**src/rtl/div_ctrl.sv**
```systemverilog
// Execute-stage front end for the iterative divider: accepts DIV/REM ops, drives div_unit,
// returns results to writeback, and reuses a one-entry quotient/remainder cache.
module div_ctrl #(
  parameter int XLEN  = 64,
  parameter int TAG_W = 6
) (
  input  logic             clk_i,
  input  logic             rst_i,
  input  logic             flush_i,
  input  logic             req_valid_i,
  output logic             req_ready_o,
  input  logic [1:0]       req_op_i,
  input  logic             req_w_i,
  input  logic [XLEN-1:0]  req_rs1_i,
  input  logic [XLEN-1:0]  req_rs2_i,
  input  logic [TAG_W-1:0] req_tag_i,
  output logic             div_request_o,
  output logic             div_kill_o,
  output logic             div_int_32_o,
  output logic             div_signed_o,
  output logic [XLEN-1:0]  div_dvnd_o,
  output logic [XLEN-1:0]  div_dvsr_o,
  input  logic             div_stall_i,
  input  logic [XLEN-1:0]  div_quo_i,
  input  logic [XLEN-1:0]  div_rmd_i,
  output logic             res_valid_o,
  input  logic             res_ready_i,
  output logic [XLEN-1:0]  res_data_o,
  output logic [TAG_W-1:0] res_tag_o,
  output logic             busy_o
);

  typedef enum logic [1:0] {IDLE, ISSUE, WAIT, RESP} state_e;

  state_e            state_q, state_d;
  logic              rem_q, rem_d, sgn_q, sgn_d, w_q, w_d;
  logic [XLEN-1:0]   rs1_q, rs1_d, rs2_q, rs2_d, res_q, res_d;
  logic [TAG_W-1:0]  tag_q, tag_d;
  logic              c_vld_q, c_vld_d, c_sgn_q, c_sgn_d, c_w_q, c_w_d;
  logic [XLEN-1:0]   c_rs1_q, c_rs1_d, c_rs2_q, c_rs2_d, c_quo_q, c_quo_d, c_rmd_q, c_rmd_d;
  logic              hit;

  // Quotient and remainder are a pure function of operands, signedness and width.
  assign hit = c_vld_q && (c_rs1_q == req_rs1_i) && (c_rs2_q == req_rs2_i) &&
               (c_sgn_q == ~req_op_i[0]) && (c_w_q == req_w_i);

  always_comb begin
    state_d       = state_q;
    rem_d         = rem_q;
    sgn_d         = sgn_q;
    w_d           = w_q;
    rs1_d         = rs1_q;
    rs2_d         = rs2_q;
    tag_d         = tag_q;
    res_d         = res_q;
    c_vld_d       = c_vld_q;
    c_sgn_d       = c_sgn_q;
    c_w_d         = c_w_q;
    c_rs1_d       = c_rs1_q;
    c_rs2_d       = c_rs2_q;
    c_quo_d       = c_quo_q;
    c_rmd_d       = c_rmd_q;
    div_request_o = 1'b0;
    div_kill_o    = 1'b0;
    req_ready_o   = (state_q == IDLE) && !flush_i;
    if (flush_i) begin
      state_d    = IDLE;
      div_kill_o = (state_q == ISSUE) || (state_q == WAIT);
    end else begin
      case (state_q)
        IDLE: if (req_valid_i) begin
          rem_d   = req_op_i[1];
          sgn_d   = ~req_op_i[0];
          w_d     = req_w_i;
          rs1_d   = req_rs1_i;
          rs2_d   = req_rs2_i;
          tag_d   = req_tag_i;
          if (hit) begin
            res_d   = req_op_i[1] ? c_rmd_q : c_quo_q;
            state_d = RESP;
          end else begin
            state_d = ISSUE;
          end
        end
        ISSUE: begin
          div_request_o = 1'b1;
          state_d       = WAIT;
        end
        WAIT: if (!div_stall_i) begin
          res_d   = rem_q ? div_rmd_i : div_quo_i;
          c_vld_d = 1'b1;
          c_sgn_d = sgn_q;
          c_w_d   = w_q;
          c_rs1_d = rs1_q;
          c_rs2_d = rs2_q;
          c_quo_d = div_quo_i;
          c_rmd_d = div_rmd_i;
          state_d = RESP;
        end
        RESP: if (res_ready_i) state_d = IDLE;
        default: state_d = IDLE;
      endcase
    end
  end

  always_ff @(posedge clk_i or posedge rst_i) begin
    if (rst_i) begin
      state_q <= IDLE;
      rem_q   <= 1'b0;
      sgn_q   <= 1'b0;
      w_q     <= 1'b0;
      rs1_q   <= '0;
      rs2_q   <= '0;
      tag_q   <= '0;
      res_q   <= '0;
      c_vld_q <= 1'b0;
      c_sgn_q <= 1'b0;
      c_w_q   <= 1'b0;
      c_rs1_q <= '0;
      c_rs2_q <= '0;
      c_quo_q <= '0;
      c_rmd_q <= '0;
    end else begin
      state_q <= state_d;
      rem_q   <= rem_d;
      sgn_q   <= sgn_d;
      w_q     <= w_d;
      rs1_q   <= rs1_d;
      rs2_q   <= rs2_d;
      tag_q   <= tag_d;
      res_q   <= res_d;
      c_vld_q <= c_vld_d;
      c_sgn_q <= c_sgn_d;
      c_w_q   <= c_w_d;
      c_rs1_q <= c_rs1_d;
      c_rs2_q <= c_rs2_d;
      c_quo_q <= c_quo_d;
      c_rmd_q <= c_rmd_d;
    end
  end

  // Divider controls come straight from the latched op so they hold through the done cycle.
  assign div_int_32_o = w_q;
  assign div_signed_o = sgn_q;
  assign div_dvnd_o   = rs1_q;
  assign div_dvsr_o   = rs2_q;
  assign res_valid_o  = (state_q == RESP);
  assign res_data_o   = res_q;
  assign res_tag_o    = tag_q;
  assign busy_o       = (state_q != IDLE);

endmodule

```
**config.mk**
```make
export PLATFORM = sky130hd
export DESIGN_NAME = div_ctrl
export DESIGN_NICKNAME = d
export VERILOG_FILES = /design/src/rtl/div_ctrl.sv
export SDC_FILE = /design/constraint.sdc
export NUM_CORES = 1
export LEC_CHECK = 0
export BUFFER_PORTS_ARGS = -buffer_cell sky130_fd_sc_hd__buf_2
export CORE_UTILIZATION = 59
export CTS_CLUSTER_SIZE = 12
export DETAILED_ROUTE_END_ITERATION = 16
export PLACE_DENSITY = 0.83
export SLEW_MARGIN = 10
export SYNTH_ARGS = -nofsm -noshare
export SYNTH_HDL_FRONTEND = slang
export SYNTH_SLANG_ARGS = --single-unit
```
**constraint.sdc**
```tcl
create_clock -name clk_i -period 23.3 [get_ports clk_i]
set_input_delay 2.33 -clock clk_i [delete_from_list [all_inputs] [get_ports clk_i]]
set_output_delay 2.33 -clock clk_i [all_outputs]
set_load 0.05 [all_outputs]
```
# Word-level counts from Yosys, hierarchy flattened
# Cells that the tools add are included.
# op_classes
eq_ne	13
muxes	15
n_bitwise	3
n_reduce_logical	14
# ops
cell	n
two-way mux 64 bit	5
== test 64 bit	2
one-hot mux 64 bit (2 select lines)	1
two-way mux 2 bit	5
AND reduction 3 bit	3
one-hot mux 2 bit (4 select lines)	1
!= test 2 bit (second input constant)	3
!= test 3 bit (second input constant)	2
logical AND 1 bit	5
AND reduction 5 bit	1
== test 2 bit (second input constant)	2
nonzero test 2 bit	2
two-way mux 1 bit	3
!= test 3 x 2 -> 1 bit (second input constant)	1
NOT 1 bit	3
== test 1 bit	2
== test 2 x 1 -> 1 bit (second input constant)	1
logical NOT 2 bit	1
logical NOT 1 bit	1
logical OR 1 bit	1
# totals
ff_bits	462
inputBits	271
output_inout_bits	205
elab_cells	60

# Logic depth before layout (Yosys ltp)
# Gate-level depths: netlist of the first run.
# logic_depth
word_depth	9
mapped_depth	9
ltp_nobuf	7

# Least setup slack after synthesis of the first run
# No wires, ideal clock.
# synth_path
kind	input port to output port
from	input flush_i
to	output div_request_o
arrival_time_ns	3.019
required_time_ns	20.970
setup_slack_ns	17.951
stages	1
cell_sequence	nor2b_1
# synth_between
elab_chain_cells	1
# synth_lines
item	line_no	rtl
start, declared	9	input logic flush_i,
two-way mux 1 bit	66	if (flush_i) begin
end, declared	17	output logic div_request_o,
# Every way passes these cells.

# Worst setup path in the final report of the first run
# layout_path
from	input flush_i
to	output req_ready_o
# layout_between
elab_chain_cells	2
# layout_lines
item	line_no	rtl
logical NOT 1 bit	65	req_ready_o = (state_q == IDLE) && !flush_i;
logical AND 1 bit	65	
end, declared	11	output logic req_ready_o,
# Every way passes these cells.

==> results of run 1 <==
[report_power, final]
| part | switching (µW) | internal, µW | total (µW) | leakage, µW |
|---|---|---|---|---|
| Clock | 306 | 453 | 759 | 0.000770 |
| Sequential | 260 | 1180 | 1440 | 0.00573 |
| Combinational | 1050 | 640 | 1690 | 0.00566 |
| Total | 1610 | 2280 | 3890 | 0.0122 |
[flip-flops by register name, indices dropped and copies added, names as in the netlist]
signal and flops:
c_w_q 1, c_rs1_q 64, div_dvsr_o 64, c_rmd_q 64, res_tag_o 6, div_signed_o 1, state_q 2, rem_q 1
res_data_o 64, div_dvnd_o 64, c_rs2_q 64, c_sgn_q 1, c_vld_q 1, c_quo_q 64, div_int_32_o 1
[stage by stage]
stage                     power (µW)  hold WS [ns]  setup WS (ns)
final                           3890         0.488          17.85
after detailed placement        3140         0.467          17.87
after global routing            4080         0.508          17.83
after global placement          3060         0.445          17.90
after floorplan                 2690         0.431           8.09
after CTS                       3910         0.482          17.86
[final cells by class]
type | count | area share, %
well taps | 455 | 2.25
inverters | 44 | 0.684
repair buffers | 487 | 9.88
diodes | 14 | 0.139
multi-input cells | 974 | 35.0
clock inverters | 6 | 0.362
clock buffers | 74 | 5.83
flip-flops and latches | 462 | 45.8
[kinds of logic after synthesis]
kind of cell / Yosys count / synth area share (%)
adder cells (fa/ha/maj): 4 / 0.239
multiplexers: 485 / 26.8
AO/OA/AOI/OAI: 209 / 6.50
flip-flops: 462 / 55.2
XOR/XNOR: 78 / 3.26
buffers and inverters: 134 / 2.62
AND/OR/NAND/NOR: 198 / 5.37
[placed cells by master, fill, tap and decap left out, types with 2 or more instances in the layout]
cell,n
inv_1,43
diode_2,14
a21oi_1,65
a2111oi_0,2
xnor2_1,62
o2bb2ai_1,4
clkbuf_16,50
o21ai_0,39
a221o_1,2
clkbuf_8,13
buf_2,474
a211oi_1,66
mux2_2,360
clkinv_2,3
nand2_1,42
nor2b_1,89
o2111ai_1,7
o221ai_1,3
a2111o_1,8
ha_1,3
nor2_1,6
nand4_1,17
buf_4,11
o22ai_1,10
mux2i_1,65
buf_12,2
mux2_4,60
dfrtp_1,461
bufinv_16,2
xor2_1,16
nand2b_1,22
nor4_1,15
clkbuf_1,11
[per-layer routing]
layer	wire [µm]	GRT usage (%)	part of all wire [%]	vias up
met5	77	0	0.14	-
met4	2080	12.1	3.9	12
met3	4420	8.39	8.2	133
met2	26500	49.4	49	548
met1	20900	36.5	39	7224
li1	-	-	-	6511
[worst max-delay path: stages]
cell and delay (ns):
buf_2 0.18, nor2_1 0.28, buf_2 0.33
[path summary, 6_finish.rpt]
path / end / cells past startpoint
worst max register to register: c_rmd_q[27] / 6
worst max-delay path: req_ready_o / 3
min in group asynchronous: c_rmd_q[51] / 2
worst min-delay path: c_vld_q / 1
worst min register to register: c_vld_q / 1
max in group asynchronous: c_rs1_q[20] / 4
==> results.json, run 1 <==
{
  "status": "complete, no violations",
  "cp.arrival_ns": 3.12,
  "clk_pin_slew_ns": 0.06,
  "cap_violations": 0,
  "period_share_pct": 23.4,
  "setup_viol": 0,
  "critPathLaunch": "flush_i",
  "ys_ff_latch": 462,
  "cts_hold_buf": 0,
  "powerDensity_mw_per_mm2": 154,
  "r2r_setup_slack_ns": 19.53,
  "synth.distinct_cells": 36,
  "dr.pass1.iters": 5,
  "wirelength_um": 54000,
  "vias": 14428,
  "grt_max_degree": 190,
  "crit_path_max_fanout": 7,
  "clk_path_buf_depth": 3,
  "vdd_drop_max_v": 0.000128,
  "placed_area_mm2": 0.0237,
  "htreeDepth": 2,
  "core_mm2": 0.0347,
  "synth_area_leaders": "dfrtp_1 55%, mux2_2 19%, mux2_4 4.3%, mux2i_1 3.1%, nor2b_1 2.7%",
  "synthFlopType": "dfrtp_1",
  "cts_tree": "done",
  "final_nets": 2292,
  "period_minus_slack_ns": 5.45,
  "hold_viol_final": 0,
  "synth_nets": 1845,
  "grt_pass1_wl_um": 83300,
  "drive_gt1_share_pct": 48.1,
  "fp-row-count": 68,
  "leakagePower_uw": 0.0122,
  "async_flop_share_pct": 100,
  "post-synth-top-count-cell": "dfrtp_1",
  "multi_input_area_mm2": 0.00885,
  "postSynthCellCount": 1570,
  "min_from": "c_vld_q",
  "synth_area_mm2": 0.0209,
  "critical_path_class": "in2out",
  "antenna_found_initial": 17,
  "cts_num_sinks": 462,
  "grt-ovfl-total": 0,
  "die-area_mm2": 0.0362,
  "fin_util_pct": 72.7,
  "top_level_ports": 476,
  "placedCellCount": 2422,
  "slew_headroom_pct": 27.5,
  "die_x_um": 190,
  "fin_skew_ns": 0.0212,
  "area_growth_syn_to_layout_pct": 20.6,
  "worst_setup_path_end_kind": "output pin",
  "synth_top_area_share_pct": 55.2,
  "start_util_pct": 60.3,
  "clk_latency_ns": 0.58,
  "gp_congestion": 0.862,
  "yosysTopAreaCell": "dfrtp_1",
  "fill_cells": 2312,
  "hold_path.class": "reg2reg",
  "fin_setup_tns_ns": 0,
  "synth_area_per_cell_um2": 13.3,
  "ant_nets": 0,
  "yosysWarnings": 0,
  "seq_area_mm2": 0.0116,
  "cts-resized-gates": 0,
  "drt_iter0_markers": 774,
  "stdcell_count": 2516,
  "postLayoutCellArea_mm2": 0.0252,
  "portBuffers": 475,
  "drc_errors": 0,
  "grt_pass1_vias": 15062,
  "finalMaxSlewViolations": 0,
  "worst_pin_slew_ns": 1.09,
  "post-cts-setup-buffers": 0,
  "cp-start-kind": "input pin",
  "crit_required_ns": 20.97,
  "cts_buffers": 48,
  "rsz0062_at_grt": "no",
  "reg2reg_from": "state_q[0]",
  "synth-edff-count": 0,
  "yosysSeqAreaShare_pct": 55.2,
  "via_per_inst": 5.73,
  "die_h_um": 190,
  "dp_hpwl_um": 37300,
  "timing.fmax_mhz": 183,
  "root_buffer": "clkbuf_16",
  "wl_per_cell_um": 21.5,
  "synth_commonest_cells": "462 x dfrtp_1, 360 x mux2_2, 89 x nor2b_1, 79 x clkbuf_1, 66 x a211oi_1",
  "grtUsageTotal_pct": 29.7
}
Note: power is estimated with default switching activity, not from simulation.
==> inputs of run 2 (changes only) <==
Settings changed: CORE_UTILIZATION 59 to 49, PLACE_DENSITY 0.83 to 0.73.
Clock period 23.3 ns to 4.7 ns, I/O delays scaled along.
==> run 2 against run 1 <==
  * Via count fell by 2.1%
  * Sequential cell count did not move
  * Critical path type is now reg2reg
  * Wire length fell by 2.1%
  * Worst hold slack got worse by 0.46 ns
  * Non-clock buffer count rose by 1
  * Combinational power rose to 4.9 times the previous value
  * Count of clock-buffer cells in the layout did not move
  * Highest routed layer unchanged
  * Clock power rose to 5.0 times the previous value
==> results.json, run 2 (synthesis gave the netlist of run 1 again) <==
{
  "fin_setup_tns_ns": 0,
  "drc_errors": 0,
  "grtUsageTotal_pct": 24.2,
  "htreeDepth": 2,
  "crit_path_max_fanout": 64,
  "grt-ovfl-total": 0,
  "cap_violations": 0,
  "cts-resized-gates": 0,
  "via_per_inst": 5.44,
  "slew_headroom_pct": 37.0,
  "powerDensity_mw_per_mm2": 757,
  "fin_skew_ns": 0.0225,
  "crit_required_ns": 5.16,
  "wirelength_um": 52900,
  "ant_nets": 0,
  "cp.arrival_ns": 3.57,
  "stdcell_count": 2599,
  "hold_viol_final": 0,
  "vdd_drop_max_v": 0.000512,
  "slowest_delay_ns": 0.80,
  "drive_gt1_share_pct": 48.0,
  "post-cts-setup-buffers": 0,
  "root_buffer": "clkbuf_16",
  "period_share_pct": 66.3,
  "final_nets": 2294,
  "r2r_setup_slack_ns": 1.59,
  "wl_per_cell_um": 20.3,
  "cts_num_sinks": 462,
  "area_growth_syn_to_layout_pct": 21.3,
  "grt_pass1_wl_um": 82700,
  "cts_tree": "done",
  "die_h_um": 209,
  "leakagePower_uw": 0.0122,
  "setup_viol": 0,
  "dr.pass1.iters": 5,
  "cp-start-kind": "flip-flop",
  "cts_hold_buf": 0,
  "placedCellCount": 2507,
  "clk_pin_slew_ns": 0.06,
  "top_level_ports": 476,
  "gp_congestion": 0.883,
  "fp-row-count": 75,
  "crit_chain": "nand2b_1, o221ai_1, a2111oi_0, nand4_1, nor4_2, a22oi_2, buf_12, mux2_4",
  "layout_common_cells": "474 x buf_2, 461 x dfrtp_1, 360 x mux2_2, 89 x nor2b_1, 66 x a211oi_1",
  "grt_pass1_vias": 14614,
  "whs_ns": 0.0247,
  "worst_setup_path_end_kind": "flip-flop",
  "start_util_pct": 49.8,
  "hold_path.class": "in2async",
  "critical_path_class": "reg2reg",
  "vias": 14129,
  "portBuffers": 475,
  "finalMaxSlewViolations": 0,
  "core_mm2": 0.0420,
  "clk_path_buf_depth": 3,
  "rsz0062_at_grt": "no",
  "worst_pin_slew_ns": 0.945,
  "die-area_mm2": 0.0435,
  "dp_hpwl_um": 37400,
  "clk_latency_ns": 0.59,
  "layout_commonest_cell": "buf_2",
  "grt_max_degree": 162,
  "cts_buffers": 49,
  "timing.fmax_mhz": 321,
  "drt_iter0_markers": 850,
  "status": "complete, no violations",
  "antenna_found_initial": 14,
  "ff2ff_path_depth": 8,
  "period_minus_slack_ns": 3.11,
  "die_x_um": 209,
  "cpMaxStageDelayCell": "a2111oi_0"
}
[run 2: cell types whose count changed in the layout (fill, tap and decap cells not counted), moves of 2 or more]
| cell | delta |
|---|---|
| clkbuf_1 | +4 |
| clkbuf_8 | -3 |
| buf_4 | -3 |
| buf_12 | +4 |
| diode_2 | -7 |
| clkinvlp_4 | +2 |
[run 2: area by class of cell]
| class | instances | area [µm²] |
|---|---|---|
| diodes | 7 | 17.5 |
| clock buffers | 74 | 1420 |
| clock inverters | 11 | 138 |
| fillers | 3383 | 16700 |
| inverters | 44 | 169 |
| multi-input cells | 974 | 8850 |
| flip-flops and latches | 462 | 11600 |
| well taps | 539 | 674 |
| repair buffers | 488 | 2550 |
[run 2: routing by layer]
layer	wire, µm	vias up	track usage (%)
met2	25400	426	39.5
met1	22300	7088	31.1
met4	1440	14	8.39
met5	92	-	0
met3	3700	92	6.28
li1	-	6509	-
[run 2: final timing paths]
check / endpoint / start
setup / recovery: res_data_o[20] / c_rs1_q[29]
max in group asynchronous: res_data_o[1] / rst_i
setup reg to reg: res_data_o[20] / c_rs1_q[29]
hold / removal: c_quo_q[50] / rst_i
hold reg to reg: c_quo_q[57] / c_quo_q[57]
min in group clk_i: div_signed_o / req_op_i[0]
[run 2: power breakdown]
| group | total (µW) | internal, µW | leakage, µW | switching, µW |
|---|---|---|---|---|
| combinational | 8300 | 3170 | 0.00567 | 5120 |
| clock | 3760 | 2190 | 0.000760 | 1570 |
| sequential | 7160 | 5870 | 0.00573 | 1280 |
[run 2: worst max-delay path: cells and delay by family, from the launching register on]
family | cells | cell delay [ns]
simple gates | 3 | 0.81
compound gates | 3 | 1.06
buf+inv | 1 | 0.27
flops | 1 | 0.38
mux | 1 | 0.38
[run 2: stage by stage]
step	total power, µW	instance area [µm²]	utilization [%]	setup slack, ns
4_1_cts	19400	25400	60.3	1.55
6_report	19200	25400	60.4	1.59
3_5_place_dp	15600	23800	56.6	1.39
3_3_place_gp	15300	23800	56.6	1.47
2_1_floorplan	13400	20900	-	-2.02
5_1_grt	20200	25400	60.4	1.43
==> inputs of run 3 (changes only) <==
Clock period 4.7 ns to 2.6 ns, I/O delays scaled along.
==> run 3 against run 2 <==
  * The flow now finishes with violations (negative setup slack)
  * Critical endpoint is now res_data_o[21]
  * Power rose by 86%
  * Sequential cell count did not move
  * Largest cell class unchanged
  * Design area rose by 13%
  * Via count up 12%
  * Die area stayed put
  * Non-clock buffer count rose by 306
  * Clock power up 78%
  * First-iteration DRC count rose by 24%
  * Worst hold slack better by 0.0035 ns
  * Setup slack got worse by 1.7 ns
  * Count of clock-buffer cells in the layout fell by 3
  * Sequential share of layout area decreased by 5.2 points
==> results.json, run 3 (synthesis gave the netlist of run 1 again) <==
{
  "finalMaxSlewViolations": 0,
  "vdd_drop_max_v": 0.000828,
  "fin_setup_tns_ns": -4.89,
  "drt_iter0_markers": 1057,
  "grt_pass1_vias": 17334,
  "cp-start-kind": "flip-flop",
  "drc_errors": 0,
  "worst_setup_path_end_kind": "flip-flop",
  "clk_path_buf_depth": 3,
  "gp_congestion": 0.880,
  "portBuffers": 475,
  "cap_violations": 0,
  "top_level_ports": 476,
  "htreeDepth": 2,
  "slowest_delay_ns": 0.40,
  "fin_skew_ns": 0.0229,
  "status": "finished, violations left",
  "rsz0062_at_grt": "yes",
  "start_util_pct": 49.8,
  "placed_area_mm2": 0.0242,
  "slew_headroom_pct": 48.2,
  "grt-ovfl-total": 0,
  "layout_commonest_cell": "buf_2",
  "die-area_mm2": 0.0435,
  "dp_hpwl_um": 39400,
  "antenna_found_initial": 6,
  "vias": 15806,
  "grtUsageTotal_pct": 28.3,
  "clk_latency_ns": 0.59,
  "wl_per_cell_um": 21.2,
  "area_growth_syn_to_layout_pct": 36.8,
  "timing.fmax_mhz": 371,
  "critical_path_class": "reg2reg",
  "crit_family": "simple AND/OR/NAND/NOR gates",
  "cpMaxStageDelayCell": "dfrtp_1",
  "root_buffer": "clkbuf_16",
  "grt_pass1_wl_um": 96800,
  "wirelength_um": 61600,
  "cts_buffers": 49,
  "finalPower_uw": 35700,
  "crit_chain": "xnor2_2, nand4_1, nor4_2, buf_4, nand4_1, nor4_2, buf_4, a22oi_2, buf_12, buf_16, mux2_4",
  "period_minus_slack_ns": 2.70,
  "worst_pin_slew_ns": 0.776,
  "cp.depth": 11,
  "fp-row-count": 75,
  "dr.pass1.iters": 8,
  "period_share_pct": 104,
  "placedCellCount": 2546,
  "via_per_inst": 5.45,
  "crit_path_max_fanout": 10,
  "powerDensity_mw_per_mm2": 1250,
  "fill_cells": 2878,
  "critPathBufInv": 4,
  "whs_path_depth": 3,
  "final_nets": 2600,
  "hold_viol_final": 0,
  "cts_tree": "done",
  "stdcell_count": 2902,
  "core_mm2": 0.0420,
  "clk_pin_slew_ns": 0.06,
  "layout_common_cells": "474 x buf_2, 461 x dfrtp_1, 360 x mux2_2, 262 x dlygate4sd3_1, 89 x nor2b_1",
  "ff2ff_path_depth": 11,
  "leakagePower_uw": 0.0136,
  "violations": "negative setup slack",
  "cp.arrival_ns": 3.16,
  "fin_ws_ns": -0.0963,
  "hold_path.class": "in2reg",
  "drive_gt1_share_pct": 44.4,
  "grt_max_degree": 126,
  "ant_nets": 0,
  "die_x_um": 209,
  "cts_num_sinks": 462,
  "postLayoutCellArea_mm2": 0.0286,
  "crit_required_ns": 3.06,
  "setup_viol": 64,
  "die_h_um": 209
}
run 3: cell types whose count changed in the layout (fill, tap and decap cells not counted), moves of 5 or more:
cell           delta
buf_12           +12
buf_4            +26
dlygate4sd3_1   +262
nor4_1            -7
nor4_2            +6
xnor2_1           -5
xnor2_2           +5
run 3: worst paths after layout:
check                             start             end  slack (ns)
setup reg to reg             c_rs2_q[8]  res_data_o[21]        -0.1
min in group asynchronous         rst_i      state_q[0]        0.22
setup / recovery             c_rs2_q[8]  res_data_o[21]        -0.1
hold reg to reg                 c_vld_q         c_vld_q        0.48
hold / removal             req_rs2_i[7]   div_dvsr_o[7]        0.03
max in group asynchronous         rst_i     c_rs1_q[10]        1.39
run 3: layer usage:
layer  vias up  GRT usage [%]  wire length (µm)  part of all wire [%]
met1      7974           33.0             24300                    39
met3       163           7.27              4070                   6.6
li1       7111              -                 -                     -
met2       558           48.5             30500                    50
met4         0           13.9              2730                   4.4
met5         -              0                 0                     0
run 3: repair_timing:
action | in CTS | in global routing
setup endpoints to repair | 65 | 64
setup buffers | 1 | 0
pin swaps | 16 | 5
hold endpoints to repair | 337 | 1
gates resized for setup | 19 | 4
hold buffers | 261 | 1
gates cloned | 3 | 1
run 3: layout make-up:
cell class	count	area [µm²]	share of cell area, %
clock inverters	12	95.1	0.332
diodes	6	15.0	0.0524
clock buffers	71	1420	4.95
inverters	44	169	0.590
flip-flops and latches	462	11600	40.4
repair buffers	794	5760	20.1
multi-input cells	974	8950	31.2
well taps	539	674	2.35
run 3: worst min-delay path: cells and delay by family:
kind / cells / cell delay, ns
AOI/OAI and AO/OA: 1 / 0.16
buffers and inverters: 2 / 0.13
run 3: power by group:
part	internal [µW]	switching, µW
clock	3860	2830
sequential	10600	2460
combinational	6230	9710
total	20700	15000
run 3: per-stage QoR:
stage | worst slack (ns) | hold WS [ns] | utilization (%)
finish | -0.0963 | 0.0282 | 68.1
global route | -0.251 | 0.0213 | 68.1
CTS | -0.0806 | -0.0301 | 67.9
detailed placement | -0.346 | 0.254 | 57.7
global placement | -0.322 | 0.250 | 57.7
floorplan | -3.91 | 0.327 | -
